**src/rtl/priv_clint_1_13.sv**
```systemverilog
// -----------------------------------------------------------------------------
// priv_clint_1_13 -- core-local interruptor (CLINT), privilege block v1.13.
//
// Holds the memory-mapped msip, mtimecmp and mtime registers and sources the
// machine timer / software interrupt levels plus one-cycle clear strobes on
// their falling edges. The data-side bus reaches it through a single-outstanding
// req/ack port: IDLE accepts a request, RESP acks it for one cycle, so at most
// one access completes every two cycles.
//
// Register map (byte offsets, addr[1:0] ignored):
//   0x0000 msip (bit0)   0x4000/0x4004 mtimecmp lo/hi   0xBFF8/0xBFFC mtime lo/hi
//
// Parameters:
//   TICK_DIV   CLK cycles per mtime increment (1..65535)
//   BASE_CHECK 1: unmapped access returns err=1; 0: ignored, rdata=0, err=0
//
// Ports:
//   CLK, RST            clock, synchronous active-high reset
//   halt                debug freeze of prescaler/mtime (CLINT_HALT_EN only)
//   req, wen, addr, wdata   bus request (req held until ack)
//   rdata, ack, err         bus response, valid while ack=1
//   timer_int_m, soft_int_m                 pending interrupt levels
//   clear_timer_int_m, clear_soft_int_m     one-cycle falling-edge strobes
//
// Optional feature macro: CLINT_HALT_EN (adds the halt input).
// -----------------------------------------------------------------------------
module priv_clint_1_13 #(
  parameter int unsigned TICK_DIV   = 1,
  parameter bit          BASE_CHECK = 1'b1
) (
  input  logic        CLK,
  input  logic        RST,
`ifdef CLINT_HALT_EN
  input  logic        halt,
`endif
  input  logic        req,
  input  logic        wen,
  input  logic [15:0] addr,
  input  logic [31:0] wdata,
  output logic [31:0] rdata,
  output logic        ack,
  output logic        err,
  output logic        timer_int_m,
  output logic        soft_int_m,
  output logic        clear_timer_int_m,
  output logic        clear_soft_int_m
);

  localparam logic [15:0] PRESC_MAX   = 16'(TICK_DIV - 1);

  localparam logic [13:0] W_MSIP      = 14'h0000;
  localparam logic [13:0] W_CMP_LO    = 14'h1000;
  localparam logic [13:0] W_CMP_HI    = 14'h1001;
  localparam logic [13:0] W_MTIME_LO  = 14'h2FFE;
  localparam logic [13:0] W_MTIME_HI  = 14'h2FFF;

  typedef enum logic {IDLE, RESP} state_t;

  state_t      state_q, state_d;

  logic        wen_p0;
  logic [13:0] word_p0;
  logic [31:0] wdata_p0;

  logic [15:0] presc_q, presc_d;
  logic [63:0] mtime_q, mtime_d;
  logic [63:0] cmp_q, cmp_d;
  logic        msip_q, msip_d;
  logic        timer_d;

  logic        run, tick, accept, commit;
  logic        rd_hit;
  logic [31:0] rd_data;
  logic        unused_addr_bits;

  assign unused_addr_bits = ^addr[1:0];

  // Address decode and read mux over the current register values; returns
  // {hit, data}.
  function automatic logic [32:0] read_word(input logic [13:0] w,
                                            input logic        msip,
                                            input logic [63:0] cmp,
                                            input logic [63:0] mt);
    logic [32:0] r;
    r = 33'd0;
    case (w)
      W_MSIP:     r = {1'b1, 31'd0, msip};
      W_CMP_LO:   r = {1'b1, cmp[31:0]};
      W_CMP_HI:   r = {1'b1, cmp[63:32]};
      W_MTIME_LO: r = {1'b1, mt[31:0]};
      W_MTIME_HI: r = {1'b1, mt[63:32]};
      default:    r = 33'd0;
    endcase
    return r;
  endfunction

`ifdef CLINT_HALT_EN
  assign run = ~halt;
`else
  assign run = 1'b1;
`endif

  assign tick   = run && (presc_q == PRESC_MAX);
  assign accept = (state_q == IDLE) && req;
  assign commit = (state_q == RESP) && wen_p0;
  assign ack    = (state_q == RESP);
  assign soft_int_m = msip_q;

  always_comb begin
    state_d = state_q;
    case (state_q)
      IDLE:    if (req) state_d = RESP;
      RESP:    state_d = IDLE;
      default: state_d = IDLE;
    endcase
  end

  always_comb begin
    {rd_hit, rd_data} = read_word(addr[15:2], msip_q, cmp_q, mtime_q);

    presc_d = presc_q;
    if (run) presc_d = tick ? 16'd0 : presc_q + 16'd1;

    // A bus write to either mtime half replaces that half and drops this
    // cycle's increment, so no carry crosses into or out of the written half.
    mtime_d = mtime_q;
    if (commit && word_p0 == W_MTIME_LO)      mtime_d = {mtime_q[63:32], wdata_p0};
    else if (commit && word_p0 == W_MTIME_HI) mtime_d = {wdata_p0, mtime_q[31:0]};
    else if (tick)                            mtime_d = mtime_q + 64'd1;

    cmp_d = cmp_q;
    if (commit && word_p0 == W_CMP_LO) cmp_d = {cmp_q[63:32], wdata_p0};
    if (commit && word_p0 == W_CMP_HI) cmp_d = {wdata_p0, cmp_q[31:0]};

    msip_d = msip_q;
    if (commit && word_p0 == W_MSIP) msip_d = wdata_p0[0];

    // Compare on post-update values so a new mtimecmp takes effect on the
    // edge that commits it.
    timer_d = (mtime_d >= cmp_d);
  end

  // Request capture stage
  always_ff @(posedge CLK) begin
    if (accept) begin
      wen_p0   <= wen;
      word_p0  <= addr[15:2];
      wdata_p0 <= wdata;
    end
  end

  // Register file, FSM and response stage
  always_ff @(posedge CLK) begin
    if (RST) begin
      state_q           <= IDLE;
      presc_q           <= 16'd0;
      mtime_q           <= 64'd0;
      cmp_q             <= 64'hFFFF_FFFF_FFFF_FFFF;
      msip_q            <= 1'b0;
      rdata             <= 32'd0;
      err               <= 1'b0;
      timer_int_m       <= 1'b0;
      clear_timer_int_m <= 1'b0;
      clear_soft_int_m  <= 1'b0;
    end else begin
      state_q           <= state_d;
      presc_q           <= presc_d;
      mtime_q           <= mtime_d;
      cmp_q             <= cmp_d;
      msip_q            <= msip_d;
      timer_int_m       <= timer_d;
      clear_timer_int_m <= timer_int_m & ~timer_d;
      clear_soft_int_m  <= msip_q & ~msip_d;
      if (accept) begin
        rdata <= (rd_hit && !wen) ? rd_data : 32'd0;
        err   <= BASE_CHECK & ~rd_hit;
      end else if (state_q == RESP) begin
        rdata <= 32'd0;
        err   <= 1'b0;
      end
    end
  end

endmodule
```
**config.mk**
```make
export PLATFORM = sky130hd
export DESIGN_NAME = priv_clint_1_13
export DESIGN_NICKNAME = d
export VERILOG_FILES = /design/src/rtl/priv_clint_1_13.sv
export SDC_FILE = /design/constraint.sdc
export NUM_CORES = 1
export LEC_CHECK = 0
export ABC_CLOCK_PERIOD_IN_PS = 4900
export BUFFER_PORTS_ARGS = -buffer_cell sky130_fd_sc_hd__buf_2
export CELL_PAD_IN_SITES_DETAIL_PLACEMENT = 0
export CELL_PAD_IN_SITES_GLOBAL_PLACEMENT = 2
export CORE_MARGIN = 2
export CORE_UTILIZATION = 38
export CTS_CLUSTER_DIAMETER = 30
export DETAILED_ROUTE_END_ITERATION = 7
export PLACE_DENSITY = 0.86
export RECOVER_POWER = 50
export SLEW_MARGIN = 0
export SYNTH_ARGS = -nofsm -noshare
export SYNTH_HDL_FRONTEND = slang
export SYNTH_SLANG_ARGS = --single-unit
export TNS_END_PERCENT = 50
```
**constraint.sdc**
```tcl
create_clock -name CLK -period 4.9 [get_ports CLK]
set_input_delay 0.49 -clock CLK [delete_from_list [all_inputs] [get_ports CLK]]
set_output_delay 0.49 -clock CLK [all_outputs]
set_load 0.1 [all_outputs]
```
==> results of run 1 <==
-- sequential cells by signal, indices dropped and copies added, names as in the netlist, 14 cells and up --
signal    count
cmp_q        64
mtime_q      64
presc_q      16
rdata        32
wdata_p0     32
word_p0      14
-- path summary, 6_finish.rpt --
kind	startpoint	endpoint	slack, ns	depth (start not counted)
setup / recovery	word_p0[12]$_DFFE_PP_	clear_timer_int_m$_SDFF_PP0_	0.30	13
setup reg to reg	word_p0[12]$_DFFE_PP_	clear_timer_int_m$_SDFF_PP0_	0.30	13
hold reg to reg	rdata[22]$_SDFFE_PP0P_	rdata[22]$_SDFFE_PP0P_	0.48	1
hold / removal	wdata[2]	wdata_p0[2]$_DFFE_PP_	0.11	1
-- metrics by stage --
step	power, uW	std cells	hold slack [ns]	setup slack [ns]
after floorplan	2170	1358	0.4535	0.6711
after global routing	6857	1977	0.09870	0.1791
after global placement	2260	1856	0.4614	0.4854
after detailed placement	2263	1856	0.4588	0.4751
final	6661	1977	0.1054	0.3037
after CTS	6714	1977	0.09070	0.4388
-- logic make-up (layout without fill, tap and decap cells) --
group                    after synthesis  after routing  share of synthesized area, %
buffers and inverters                 96            273                         3.112
AO/OA/AOI/OAI                        297            297                         16.20
flip-flops                           229            229                         40.55
adder cells (fa/ha/maj)               67             67                         6.726
AND/OR/NAND/NOR                      518            518                         21.65
XOR/XNOR                              41             41                         2.881
multiplexers                         110            110                         8.874
-- power by group through the flow --
stage	sequential, uW	clock (uW)	combinational [uW]
after floorplan	2040	0	128
after global placement	2070	0	195
after detailed placement	2070	0	197
after CTS	2040	4480	198
after global routing	2040	4600	217
final	2040	4430	197
-- critical path, delay by kind of cell (launching register included) --
| family | cells | cell delay [ns] |
|---|---|---|
| DFF | 1 | 0.43 |
| and+or+nand+nor | 6 | 2.60 |
| AOI/OAI and AO/OA | 5 | 1.09 |
| adders and majority gates | 1 | 0.21 |
| buffers and inverters | 1 | 0.16 |
-- synth_stat cells (all sizes together) (34+ instances only) --
cell type  count  area, um^2
dfxtp        182        3643
nand2        137       514.2
nor2         111       424.2
mux2i        106        1061
a21oi         85       425.4
ha            67       838.3
clkbuf        58       217.7
nand3         52       260.3
edfxtp        47        1411
nand4         47       315.3
nor3          40       220.2
a211oi        38       295.3
a22oi         37       277.8
nor4          34       271.5
-- layer usage --
layer	vias up	wire length, um
met5	-	0
met4	0	1965
met3	105	3019
met2	431	19900
met1	5592	18950
li1	5431	-
-- final cells by class --
cell class              count  area, um^2  area share [%]
flip-flops and latches    229        5055           32.02
repair buffers            138       739.5           4.684
clock inverters            17       260.3           1.649
inverters                  14       52.55          0.3329
clock buffers             104        2064           13.08
multi-input cells        1033        7062           44.73
well taps                 442       553.0           3.503
==> impl_metrics.toml, run 1 <==
[synthesis]
dominantRegCellSynth = "dfxtp_1"
synth_seq_cells = 229
async_flop_share_pct = 0
yosysUniqueCellTypes = 67
synth_area_um2 = 12460
yosysSeqAreaShare_pct = 40.55
syn_inst = 1358
yosys_warnings = 0
synth_nets = 1477
synth_edf_count = 47
synth.avg_cell_area_um2 = 9.179

[pwr]
irDropWorstVdd_uv = 384.1
p_leak_uw = 0.006341
switching_power_uw = 1401
swShare_pct = 21.03
p_int_uw = 5260
powerDensity_nw_per_um2 = 421.9
combPwrFrac_pct = 3.0
p_clk_share_pct = 66.5
p_seq_share_pct = 30.6

[timing]
tightest_slew_ns = 2.247
slew_headroom_pct = -49.77
fin_crit_sh_pct = 93.80
fin_setup_tns_ns = 0
fin_crit_ns = 4.596
rsz0062_at_grt = "false"
fmax_mhz = 217.6
finalMaxSlewViolations = 60
skew_ns = 0.01973
hold_viol_final = 0
finalSetupViolations = 0

[grt]
use_met2_pct = 40.99
use_met3_pct = 5.289
grt_pass1_vias = 11405
grt_usage_pct = 25.98
antenna_found_initial = 0
grt_busiest_layer = "met2"
grt_first_pass_wirelength_um = 67000
grt_max_degree = 55
grt.met1_usage_pct = 33.62
overflow = 0

[floorplanning]
die_area_um2 = 34270
ios = 90
row_count = 66
coreArea_um2 = 32450
start_util_pct = 38.41
die_h_um = 185.1
die_w_um = 185.1

[min_path]
hold_path_class = "input port to flop"

[final_layout]
final_util_pct = 48.64
final_cell_mix = "dfxtp_1, nand2_1, nor2_1"
fin_area_um2 = 15790
fillCellCount = 3112
syn2layout_area_growth_pct = 26.65
drive_gt1_share_pct = 14.14
final_common_cell = "dfxtp_1"
diodes = 0
layout.nets = 1602

[routing]
vias = 11559
ant_nets = 0
dr.pass1.iters = 6
drc_errors = 0
avgRoutedWirePerCell_um = 22.17
wl_um = 43840
post_drt_via_cell_ratio = 5.847
drt-initial-drc-count = 1057

[clock_network]
clk_pin_slew_ns = 0.05
clkLatencyLatePin_ns = 0.56
cts_resized = 0
postCtsSetupRepairBufs = 0
htree_levels = 3
clock_sinks = 229
cts_buffers = 67
cts_tree = "yes"
clockBufferDepth = 3
hold_buffers = 0
cts-root-buf = "clkbuf_16"

[setup_path]
path_common_cell = "a211oi_1"
worstPathRequired_ns = 5.34
crit_chain = "nand3b_1 -> or4_1 -> nor2_1 -> nor3_1 -> a211oi_1 -> ha_1 -> nand4_1 -> or3_1 -> o32ai_1 -> o311a_1 -> a211oi_1 -> buf_4 -> o211a_1"
critPathMaxStageDelay_ns = 0.74
crit_path_max_fanout = 5
cp.arrival_ns = 5.04
cp-start-kind = "flop"
worst-setup-path-type = "flop to flop"
critPathCaptureType = "flop"
crit_slowest_cell = "or4_1"

[flow_run]
cap_violations = 3

[place]
gp_congestion = 0.9107
placed_area_um2 = 13550
port_buffers = 87
dp_hpwl_um = 30820

[outcome]
violations = "max-capacitance violations, max-slew violations"
outcome = "complete, but fails checks"
Power figures use the tool's default switching activity.
==> run 2: changes to the inputs <==
--- a/config.mk
+++ b/config.mk
@@ -15,6 +15,7 @@
 export DETAILED_ROUTE_END_ITERATION = 7
 export PLACE_DENSITY = 0.86
 export RECOVER_POWER = 50
+export REMOVE_ABC_BUFFERS = 1
 export SLEW_MARGIN = 0
 export SYNTH_ARGS = -nofsm -noshare
 export SYNTH_HDL_FRONTEND = slang
==> run 2 against run 1 <==
Effect of this change:
- the run still ends with max-capacitance violations, max-slew violations left
- critical path depth unchanged
- core utilization fell by 0.43 points
- global-route usage about the same
- sequential share of layout area up 0.29 points
- critical path type unchanged
- via count down 0.88%
- non-clock buffer count fell by 2
- fmax grew 3.1%
- worst hold slack got worse by 0.040 ns
- first-iteration DRC count decreased by 28%
- routed wire length grew 0.34%
- largest power group unchanged
==> impl_metrics.toml, run 2 (synthesized netlist as in run 1, its figures left out) <==
[pwr]
irDropWorstVdd_uv = 295.0
p_leak_uw = 0.006235
powerDensity_nw_per_um2 = 407.1
power_uw = 6370

[min_path]
holdCritStartpoint = "wdata[6]"
hold_depth = 1
hold_path_class = "input port to flop"
holdPathEnd = "wdata_p0[6]$_DFFE_PP_"

[grt]
grt_max_degree = 47
grt_pass1_vias = 11279
grt_first_pass_wirelength_um = 67320
overflow = 0
antenna_found_initial = 0
grt_usage_pct = 25.99

[final_layout]
diodes = 0
fin_area_um2 = 15650
drive_gt1_share_pct = 14.92
layout.nets = 1594
fillCellCount = 3095
final_common_cell = "dfxtp_1"
final_cell_mix = "dfxtp_1, nand2_1, nor2_1"
reg_top3 = "cmp_q: 64 flops, mtime_q: 64 flops"
syn2layout_area_growth_pct = 25.53

[outcome]
outcome = "complete, but fails checks"
violations = "max-capacitance violations, max-slew violations"

[timing]
finalMaxSlewViolations = 133
hold_slack_ns = 0.06554
tightest_slew_ns = 2.801
fin_crit_sh_pct = 90.97
fin_setup_tns_ns = 0
hold_viol_final = 0
setup_slack_ns = 0.4426
fmax_mhz = 224.3
skew_ns = 0.02369
slew_headroom_pct = -86.75
finalSetupViolations = 0
fin_crit_ns = 4.457
rsz0062_at_grt = "false"

[floorplanning]
die_area_um2 = 34270
die_w_um = 185.1
ios = 90
row_count = 66
die_h_um = 185.1
coreArea_um2 = 32450
start_util_pct = 38.41

[setup_path]
crit_path_max_fanout = 5
cp-start-kind = "flop"
path_common_cell = "buf_4"
reg2reg_to = "clear_timer_int_m$_SDFF_PP0_"
worstPathRequired_ns = 5.42
critPathCaptureType = "flop"
reg2reg_from = "word_p0[4]$_DFFE_PP_"
critPathMaxStageDelay_ns = 0.65
cp_top_family = "compound AO/OA/AOI/OAI gates"
path_buf_inv = 2
crit_chain = "or4_1 -> nor4_1 -> buf_4 -> and3_2 -> mux2_2 -> ha_1 -> nand2b_1 -> a2111oi_0 -> o32ai_1 -> o311a_1 -> a211oi_1 -> buf_4 -> o211a_1"
cp.arrival_ns = 4.98
rr_worst_depth = 13
worst-setup-path-type = "flop to flop"
crit_slowest_cell = "a2111oi_0"
ff2ff_setup_slack_ns = 0.44

[place]
port_buffers = 87
gp_congestion = 0.9029
placed_area_um2 = 13570
dp_hpwl_um = 30080
pre_cts_ws_ns = 0.4479

[clock_network]
clkLatencyLatePin_ns = 0.60
cts_buffers = 61
clock_sinks = 229
postCtsSetupRepairBufs = 0
clk_pin_slew_ns = 0.05
htree_levels = 2
clockBufferDepth = 3
cts_tree = "yes"
hold_buffers = 0
cts_resized = 0
cts-root-buf = "clkbuf_16"

[routing]
drt-initial-drc-count = 757
drc_errors = 0
ant_nets = 0
wl_um = 43990
dr.pass1.iters = 5
avgRoutedWirePerCell_um = 22.33
post_drt_via_cell_ratio = 5.816
vias = 11457

[flow_run]
cap_violations = 4
## run 2: worst reg2reg max path, stage by stage, from the launching register on
cell and delay, ns:
edfxtp_1 0.41, or4_1 0.51, nor4_1 0.31, buf_4 0.18
and3_2 0.34, mux2_2 0.38, ha_1 0.26, nand2b_1 0.16
a2111oi_0 0.65, o32ai_1 0.26, o311a_1 0.37, a211oi_1 0.23
buf_4 0.18, o211a_1 0.14
## run 2: layout make-up
class | instances | area (um^2) | area share (%)
multi-input cells | 1033 | 7072 | 45.20
flip-flops and latches | 229 | 5055 | 32.31
clock buffers | 68 | 1583 | 10.12
repair buffers | 136 | 749.5 | 4.790
clock inverters | 48 | 581.8 | 3.719
well taps | 442 | 553.0 | 3.535
inverters | 14 | 52.55 | 0.3359
## run 2: how the worst max path moves through the flow
stage / from / cells after the start / slack [ns] / endpoint
2_1_floorplan: ack$_SDFF_PP0_ / 12 / 0.03 / clear_timer_int_m$_SDFF_PP0_
3_3_place_gp: word_p0[1]$_DFFE_PP_ / 13 / 0.44 / clear_timer_int_m$_SDFF_PP0_
3_5_place_dp: word_p0[4]$_DFFE_PP_ / 13 / 0.45 / clear_timer_int_m$_SDFF_PP0_
4_1_cts: word_p0[4]$_DFFE_PP_ / 13 / 0.41 / clear_timer_int_m$_SDFF_PP0_
5_1_grt: word_p0[4]$_DFFE_PP_ / 13 / 0.05 / clear_timer_int_m$_SDFF_PP0_
6_report: word_p0[4]$_DFFE_PP_ / 13 / 0.44 / clear_timer_int_m$_SDFF_PP0_
## run 2: per-layer routing
layer	track usage (%)	wire, um
met1	33.21	18970
met5	0	0
met4	10.00	1518
met2	43.75	20800
met3	4.424	2694
## run 2: power by group
part,leakage [uW],internal (uW),switching (uW),total [uW]
Clock,0.00104,2850,1290,4130
Sequential,0.00192,1970,59.0,2030
Combinational,0.00328,68.6,134,203
## run 2: metrics by stage
step,utilization [%],instances
detailed placement,41.80,1854
floorplan,-,1276
CTS,48.47,1970
finish,48.21,1970
global placement,41.80,1854
global route,48.21,1970
